`config.mk`:
```
export PLATFORM = sky130hd
export DESIGN_NAME = debug_uart_bridge
export DESIGN_NICKNAME = d
export VERILOG_FILES = /design/src/rtl/debug_uart_bridge_pkg.sv /design/src/rtl/debug_uart_rx.sv /design/src/rtl/debug_uart_bridge.sv
export SDC_FILE = /design/constraint.sdc
export NUM_CORES = 1
export LEC_CHECK = 0
export CORE_MARGIN = 2
export CORE_UTILIZATION = 30
export CTS_CLUSTER_DIAMETER = 60
export DETAILED_ROUTE_END_ITERATION = 16
export PLACE_DENSITY_LB_ADDON = 0.2
export SLEW_MARGIN = 20
export SYNTH_ARGS = -nofsm -noshare
export SYNTH_HDL_FRONTEND = slang
export SYNTH_SLANG_ARGS = --single-unit
export TNS_END_PERCENT = 20
```
`constraint.sdc`:
```
create_clock -name CLK -period 3.1 [get_ports CLK]
set_input_delay 0.31 -clock CLK [delete_from_list [all_inputs] [get_ports CLK]]
set_output_delay 0.31 -clock CLK [all_outputs]
set_load 0.02 [all_outputs]
```
`src/rtl/debug_uart_bridge_pkg.sv`:
```
// Shared constants for the debug UART bridge: command byte layout, frame length
// and the command FSM state encoding.
package debug_uart_bridge_pkg;

    localparam int CMD_WR_BIT   = 7;
    localparam int CMD_ADDR_MSB = 2;
    localparam int CMD_ADDR_LSB = 0;
    localparam int CMD_RSV_MSB  = 6;
    localparam int CMD_RSV_LSB  = 3;

    // Index of the stop bit in a start + 8 data + stop frame
    localparam logic [3:0] FRAME_LAST = 4'd9;

    typedef enum logic [2:0] {
        ST_IDLE,
        ST_WAIT_DATA,
        ST_STROBE_WR,
        ST_STROBE_RD,
        ST_CAPTURE,
        ST_TX
    } bridge_state_t;

    function automatic logic cmd_is_valid(input logic [7:0] cmd);
        return (cmd[CMD_RSV_MSB:CMD_RSV_LSB] == 4'd0);
    endfunction

endpackage

```
`src/rtl/debug_uart_rx.sv`:
```
// UART receiver: two-flop synchroniser, mid-bit sampling with start re-check and
// stop validation; emits one-cycle rx_valid or rx_ferr per completed frame.
module debug_uart_rx
    import debug_uart_bridge_pkg::*;
#(
    parameter int CLK_DIV = 104
) (
    input  logic       clk,
    input  logic       rst,
    input  logic       rxd,
    output logic [7:0] rx_data,
    output logic       rx_valid,
    output logic       rx_ferr
);

    localparam logic [15:0] DIV_LAST = 16'(CLK_DIV - 1);
    localparam logic [15:0] DIV_HALF = 16'(CLK_DIV / 2);

    logic        rxd_meta;
    logic        rxd_sync;
    logic        rxd_prev;
    logic        active;
    logic [15:0] bit_cnt;
    logic [3:0]  bit_idx;
    logic [7:0]  shift;

    assign rx_data = shift;

    always_ff @(posedge clk or posedge rst) begin
        if (rst) begin
            rxd_meta <= 1'b1;
            rxd_sync <= 1'b1;
            rxd_prev <= 1'b1;
        end else begin
            rxd_meta <= rxd;
            rxd_sync <= rxd_meta;
            rxd_prev <= rxd_sync;
        end
    end

    // Bit timing restarts on each start edge; every bit, including start and
    // stop, is sampled half a bit period into its slot.
    always_ff @(posedge clk or posedge rst) begin
        if (rst) begin
            active   <= 1'b0;
            bit_cnt  <= 16'd0;
            bit_idx  <= 4'd0;
            shift    <= 8'd0;
            rx_valid <= 1'b0;
            rx_ferr  <= 1'b0;
        end else begin
            rx_valid <= 1'b0;
            rx_ferr  <= 1'b0;
            if (!active) begin
                if (rxd_prev && !rxd_sync) begin
                    active  <= 1'b1;
                    bit_cnt <= 16'd0;
                    bit_idx <= 4'd0;
                end
            end else begin
                if (bit_cnt == DIV_LAST) begin
                    bit_cnt <= 16'd0;
                    bit_idx <= bit_idx + 4'd1;
                end else begin
                    bit_cnt <= bit_cnt + 16'd1;
                end
                if (bit_cnt == DIV_HALF) begin
                    if (bit_idx == 4'd0) begin
                        if (rxd_sync) begin
                            active <= 1'b0;
                        end
                    end else if (bit_idx < FRAME_LAST) begin
                        shift <= {rxd_sync, shift[7:1]};
                    end else begin
                        active   <= 1'b0;
                        rx_valid <= rxd_sync;
                        rx_ferr  <= !rxd_sync;
                    end
                end
            end
        end
    end

endmodule

```
`src/rtl/debug_uart_bridge.sv`:
```
// Host-side debug bridge: decodes UART command bytes into single-cycle debug
// read/write strobes and returns read data on the UART transmit line.
module debug_uart_bridge
    import debug_uart_bridge_pkg::*;
#(
    parameter int CLK_DIV = 104
) (
    input  logic       CLK,
    input  logic       RESET,
    input  logic       RXD,
    output logic       TXD,
    output logic [2:0] DEBUG_ADDR,
    output logic [7:0] DEBUG_DIN,
    input  logic [7:0] DEBUG_DOUT,
    output logic       DEBUG_RD,
    output logic       DEBUG_WR,
    output logic       BUSY,
    output logic       OVERRUN
);

    localparam logic [15:0] DIV_LAST = 16'(CLK_DIV - 1);

    logic [7:0]    rx_data;
    logic          rx_valid;
    logic          rx_ferr;
    bridge_state_t state;
    logic [15:0]   tx_cnt;
    logic [3:0]    tx_idx;
    logic [7:0]    tx_shift;

    debug_uart_rx #(
        .CLK_DIV(CLK_DIV)
    ) u_rx (
        .clk     (CLK),
        .rst     (RESET),
        .rxd     (RXD),
        .rx_data (rx_data),
        .rx_valid(rx_valid),
        .rx_ferr (rx_ferr)
    );

    // Command FSM and TX shifter share one block so TXD, strobes and BUSY are
    // all registered and reset asynchronously together.
    always_ff @(posedge CLK or posedge RESET) begin
        if (RESET) begin
            state      <= ST_IDLE;
            BUSY       <= 1'b0;
            DEBUG_RD   <= 1'b0;
            DEBUG_WR   <= 1'b0;
            DEBUG_ADDR <= 3'd0;
            DEBUG_DIN  <= 8'd0;
            OVERRUN    <= 1'b0;
            TXD        <= 1'b1;
            tx_cnt     <= 16'd0;
            tx_idx     <= 4'd0;
            tx_shift   <= 8'd0;
        end else begin
            DEBUG_RD <= 1'b0;
            DEBUG_WR <= 1'b0;
            case (state)
                ST_IDLE: begin
                    if (rx_valid && cmd_is_valid(rx_data)) begin
                        DEBUG_ADDR <= rx_data[CMD_ADDR_MSB:CMD_ADDR_LSB];
                        BUSY       <= 1'b1;
                        if (rx_data[CMD_WR_BIT]) begin
                            state <= ST_WAIT_DATA;
                        end else begin
                            state    <= ST_STROBE_RD;
                            DEBUG_RD <= 1'b1;
                        end
                    end
                end
                ST_WAIT_DATA: begin
                    if (rx_valid) begin
                        DEBUG_DIN <= rx_data;
                        DEBUG_WR  <= 1'b1;
                        state     <= ST_STROBE_WR;
                    end else if (rx_ferr) begin
                        state <= ST_IDLE;
                        BUSY  <= 1'b0;
                    end
                end
                ST_STROBE_WR: begin
                    state <= ST_IDLE;
                    BUSY  <= 1'b0;
                end
                ST_STROBE_RD: begin
                    state <= ST_CAPTURE;
                end
                ST_CAPTURE: begin
                    tx_shift <= DEBUG_DOUT;
                    TXD      <= 1'b0;
                    tx_cnt   <= 16'd0;
                    tx_idx   <= 4'd0;
                    state    <= ST_TX;
                end
                ST_TX: begin
                    // Ones shift in behind the data, so the ninth bit out is the stop bit
                    if (tx_cnt == DIV_LAST) begin
                        tx_cnt <= 16'd0;
                        if (tx_idx == FRAME_LAST) begin
                            state <= ST_IDLE;
                            BUSY  <= 1'b0;
                        end else begin
                            tx_idx   <= tx_idx + 4'd1;
                            TXD      <= tx_shift[0];
                            tx_shift <= {1'b1, tx_shift[7:1]};
                        end
                    end else begin
                        tx_cnt <= tx_cnt + 16'd1;
                    end
                end
                default: begin
                    state <= ST_IDLE;
                    BUSY  <= 1'b0;
                end
            endcase
            if (rx_valid && (state inside {ST_STROBE_WR, ST_STROBE_RD, ST_CAPTURE, ST_TX})) begin
                OVERRUN <= 1'b1;
            end
        end
    end

endmodule

```
### Yosys cells after proc, flatten, opt, wreduce, memory -nomap -nowiden

Index checks and enable logic that the tools add are counted.

| cells by class | value |
|---|---|
| $add $sub $neg | 4 |
| $lt $le $gt $ge | 1 |
| eq/ne operators | 17 |
| multiplexer cells | 49 |
| bitwise gates (word level) | 2 |
| reductions and logical operators | 18 |

Operators by type and width:

| kind | number |
|---|---|
| 2-to-1 mux 16 bit | 4 |
| adder 16 x 1 -> 16 bit, second input constant | 2 |
| equality test 16 x 7 -> 1 bit, second input constant | 2 |
| case mux 16 bit (2 select lines) | 1 |
| 2-to-1 mux 1 bit | 26 |
| 2-to-1 mux 4 bit | 5 |
| equality test 16 x 6 -> 1 bit, second input constant | 1 |
| 2-to-1 mux 8 bit | 2 |
| case mux 8 bit (2 select lines) | 1 |
| 2-to-1 mux 3 bit | 5 |
| case mux 3 bit (5 select lines) | 1 |
| inequality test 2 bit, second input constant | 6 |
| adder 4 x 1 -> 4 bit, second input constant | 2 |
| zero test 4 bit | 2 |
| case mux 4 bit (2 select lines) | 1 |
| AND reduction 4 bit | 2 |
| equality test 3 x 2 -> 1 bit, second input constant | 2 |
| equality test 3 bit, second input constant | 2 |
| AND reduction 2 bit | 3 |
| AND reduction 6 bit | 1 |
| equality test 4 bit, second input constant | 1 |
| < comparator 4 bit, second input constant | 1 |
| case mux 1 bit (4 select lines) | 1 |
| nonzero test 2 bit | 2 |
| other kinds (12) | 15 |

| word-level totals | value |
|---|---|
| register bits | 81 |
| logic and storage cells | 111 |

### Depth between registers and ports, before layout

| depth | value |
|---|---|
| depth in word-level cells | 5 |
| mapped depth | 8 |
| depth with buffers taken out | 6 |

### By module

Synthesis repeated with hierarchy kept, for this count alone.

| second synthesis, totals | value |
|---|---|
| cell total of the unflattened synthesis | 399 |
| area total of the unflattened synthesis | 4180.3 sq um |

Modules (own cells, without submodules):

| module | times used | cells each | area an instance (sq um) | sequential area each (sq um) |
|---|---|---|---|---|
| debug_uart_bridge | 1 | 226 | 2368.5 | 1177.4 |
| debug_uart_rx | 1 | 173 | 1811.7 | 854.6 |

### Least setup slack after synthesis

Ideal clock, no wire load.

| timing | value |
|---|---|
| path type | register to register |
| start | register u_rx.bit_cnt[12] |
| end | register u_rx.bit_idx[3] |
| library setup time | 0.077 ns |
| arrival time | 2.161 ns |
| slack | 0.861 ns |
| cell stages (with the launch flop) | 7 |
| period minus slack after synthesis | 2.239 ns |
| path through | dfrtp_1 or4_4 or2_4 or3_1 buf_2 or3_1 a21oi_1 |

| on the way | value |
|---|---|
| longest elaborated chain between the ends | 3 |

Ends and longest elaborated chain:

| what | line | RTL |
|---|---|---|
| from (decl) | debug_uart_rx.sv:23 | `logic [15:0] bit_cnt;` |
| from (signal assigned) | debug_uart_rx.sv:65 | `bit_cnt <= bit_cnt + 16'd1;` |
| equality test 16 x 7 -> 1 bit | debug_uart_rx.sv:61 | `if (bit_cnt == DIV_LAST) begin` |
| inequality test 2 bit (no source line) | -- |  |
| AND reduction 2 bit (no source line) | -- |  |
| to (signal assigned) | debug_uart_rx.sv:63 | `bit_idx <= bit_idx + 4'd1;` |
| to (decl) | debug_uart_rx.sv:24 | `logic [3:0] bit_idx;` |

No other way between the ends.
A chain may end at the register's enable or synchronous reset.

### Worst setup path after layout

| timing | value |
|---|---|
| start | register tx_cnt[0] |
| end | register tx_idx[1] |

| on the way | value |
|---|---|
| longest elaborated chain between the ends | 3 |

Ends and longest elaborated chain:

| what | line | RTL |
|---|---|---|
| from (decl) | debug_uart_bridge.sv:27 | `logic [15:0] tx_cnt;` |
| from (signal assigned) | debug_uart_bridge.sv:110 | `tx_cnt <= tx_cnt + 16'd1;` |
| equality test 16 x 7 -> 1 bit | debug_uart_bridge.sv:99 | `if (tx_cnt == DIV_LAST) begin` |
| inequality test 2 bit (no source line) | -- |  |
| AND reduction 3 bit (no source line) | -- |  |
| to (signal assigned) | debug_uart_bridge.sv:105 | `tx_idx <= tx_idx + 4'd1;` |
| to (decl) | debug_uart_bridge.sv:28 | `logic [3:0] tx_idx;` |

No other way between the ends.

==> metrics.cfg <==
[run_status]
status = completed

[routing]
drt_iter0_markers = 146
totalWireLength_um = 8130
via_per_inst = 4.881
drc_errors = 0
vias = 2919
drtPass1Iterations = 4
wl_per_cell_um = 13.60
ant_nets = 0

[synth]
dominantRegCellSynth = dfrtp_1
synth.ff_latch_count = 81
syn_area_um2 = 3870
syn-instance-count = 392
async_reset_ff_share_pct = 100.0
synth-edff-count = 0
yosysSeqAreaShare_pct = 52.51
synth-warning-count = 0
syn_nets = 410
synth_cell_types = 49
syn_avg_cell_area_um2 = 9.872

[grt]
grt_pass1_wl_um = 14410
grt_pass1_vias = 2879
use_met2_pct = 21.13
grt_max_degree = 51
grt_use_met1_pct = 16.10
grt_antenna_before_repair = 0
met3_usage_pct = 4.312
track_usage_pct = 12.74
grt-ovfl-total = 0
busiest_layer = met2

[timing]
min_period_over_period_pct = 77.24
max_freq_mhz = 417.7
whs_ns = 0.3471
hold_viol = 0
setup_viol_count_final = 0
worst_pin_slew_ns = 0.9692
rsz0062_at_grt = false
setup_tns_ns = 0
relSlewSlack_pct = 34.95
period_needed_ns = 2.394
clock_skew_ns = 0.006158
drv_slew = 0

[final_layout]
nets = 439
drive_gt1_share_pct = 12.68
final_common_cell = dfrtp_1
mostFrequentLayoutCells = 77 x dfrtp_1, 38 x nand2_1, 27 x nor2_1, 27 x o21ai_0
areaGrowthSynthToFinish_pct = 20.11
diodes = 0
fillers = 1267

[place]
hpwl_um = 5619
io_buffer_count = 26
gp_congestion = 0.8119

[pwr]
powerDensity_nw_per_um2 = 526.2
total_power_mw = 2.446
peakVddDrop_v = 0.0003124
power.leakage_nw = 1.970

[floorplanning]
start_util_pct = 30.67
core_area_um2 = 12620
rows = 41
ios = 27
die_w_um = 117.6
fp.dieH_um = 117.6
die_area_um2 = 13820

[min_path]
hold_path.class = in -> async

[worst_setup_path]
startpoint_type = flop
cp-end-kind = flop
timing.setup.critical_path_class = reg -> reg
cp_data_arrival_time_ns = 2.62
cp.required_ns = 3.32
regToRegSetupSlack_ns = 0.71
path_max_fanout = 15

[cts]
cts_buffer_depth = 2
root_buffer = clkbuf_16
cts_max_level = 3
path_clk_slew_ns = 0.06
cts_buffers = 9
clk_latency_ns = 0.34
post_cts_buffers = 0
post_cts_resize_count = 0
cts_tree = yes
cts_hold_repair.buffers = 0
cts_num_sinks = 81

[flow_run]
maxCapViolCount = 0

[cells in the mapped netlist, types with 8 or more instances]
cell type | number | share of area (%)
nor3_1 | 8 | 1.0
a21oi_1 | 26 | 3.4
inv_1 | 24 | 2.3
nor4_1 | 8 | 1.3
mux2_2 | 20 | 5.8
or3_1 | 8 | 1.3
a31oi_1 | 11 | 1.8
dfrtp_1 | 77 | 50
o22ai_1 | 8 | 1.3
nand2_1 | 38 | 3.7
o21ai_0 | 27 | 3.5
nor2_1 | 27 | 2.6
clkbuf_1 | 13 | 1.3
nand3_1 | 22 | 2.8
[routing by layer]
metal  part of all wire (%)  wire length, µm
met5                      0                0
met4                    1.1               87
met1                     47             3828
met3                    3.4              277
met2                     48             3937
[final timing paths]
kind,start,end,cells after the start
worst max-delay path,tx_cnt[0]$_DFFE_PP0P_,tx_idx[1]$_DFFE_PP0P_,6
worst min-delay path,RESET,tx_shift[4]$_DFFE_PP0P_,2
worst max register to register,tx_cnt[0]$_DFFE_PP0P_,tx_idx[1]$_DFFE_PP0P_,6
worst min register to register,u_rx.rxd_meta$_DFF_PP1_,u_rx.rxd_sync$_DFF_PP1_,0
max in group asynchronous,RESET,u_rx.rxd_prev$_DFF_PP1_,3
min in group CLK,u_rx.rxd_meta$_DFF_PP1_,u_rx.rxd_sync$_DFF_PP1_,0
[report_power, final]
part	total (mW)	switching (mW)	internal, mW
logic	0.198	0.109	0.0897
clock network	1.06	0.419	0.643
registers	1.19	0.0770	1.11
[registers in the layout, indices dropped and copies added, names as in the netlist, 3 cells and up]
| register | flops |
|---|---|
| DEBUG_DIN | 8 |
| u_rx.rx_data | 8 |
| tx_cnt | 16 |
| tx_shift | 8 |
| u_rx.bit_cnt | 16 |
| u_rx.bit_idx | 4 |
| DEBUG_ADDR | 3 |
| state | 3 |
| tx_idx | 4 |
[final cells by class]
type / count / area [µm²] / area share [%]
clock buffer: 11 / 242.7 / 5.222
clock inverter: 5 / 55.05 / 1.184
inverter: 24 / 91.34 / 1.965
multi-input combinational: 272 / 1687 / 36.29
sequential: 81 / 2032 / 43.71
tap: 172 / 215.2 / 4.630
timing repair buffer: 33 / 325.3 / 6.999
[logic make-up after synthesis]
kind of cell | synth area share [%]
AND/OR/NAND/NOR | 19.63
AO/OA/AOI/OAI | 13.32
adder cells (fa/ha/maj) | 2.263
XOR/XNOR | 2.037
flip-flops | 52.51
buffers and inverters | 3.912
multiplexers | 6.337
[critical path: stages, from the launching register on]
cell	delay, ns
dfrtp_1	0.40
ha_1	0.24
and4_1	0.19
and4_1	0.25
o21ai_1	0.79
o32ai_1	0.15
a22o_1	0.26
[metrics by stage]
| step | std cells | setup WS (ns) | util [%] | instance area, µm² |
|---|---|---|---|---|
| after floorplan | 392 | 0.7165 | - | 3870 |
| after global routing | 598 | 0.5423 | 36.83 | 4648 |
| after detailed placement | 582 | 0.7260 | 34.47 | 4350 |
| final | 598 | 0.7057 | 36.83 | 4648 |
| after global placement | 582 | 0.7935 | 34.47 | 4350 |
| after CTS | 598 | 0.7084 | 36.83 | 4648 |
Note: power is estimated with default switching activity, not from simulation.
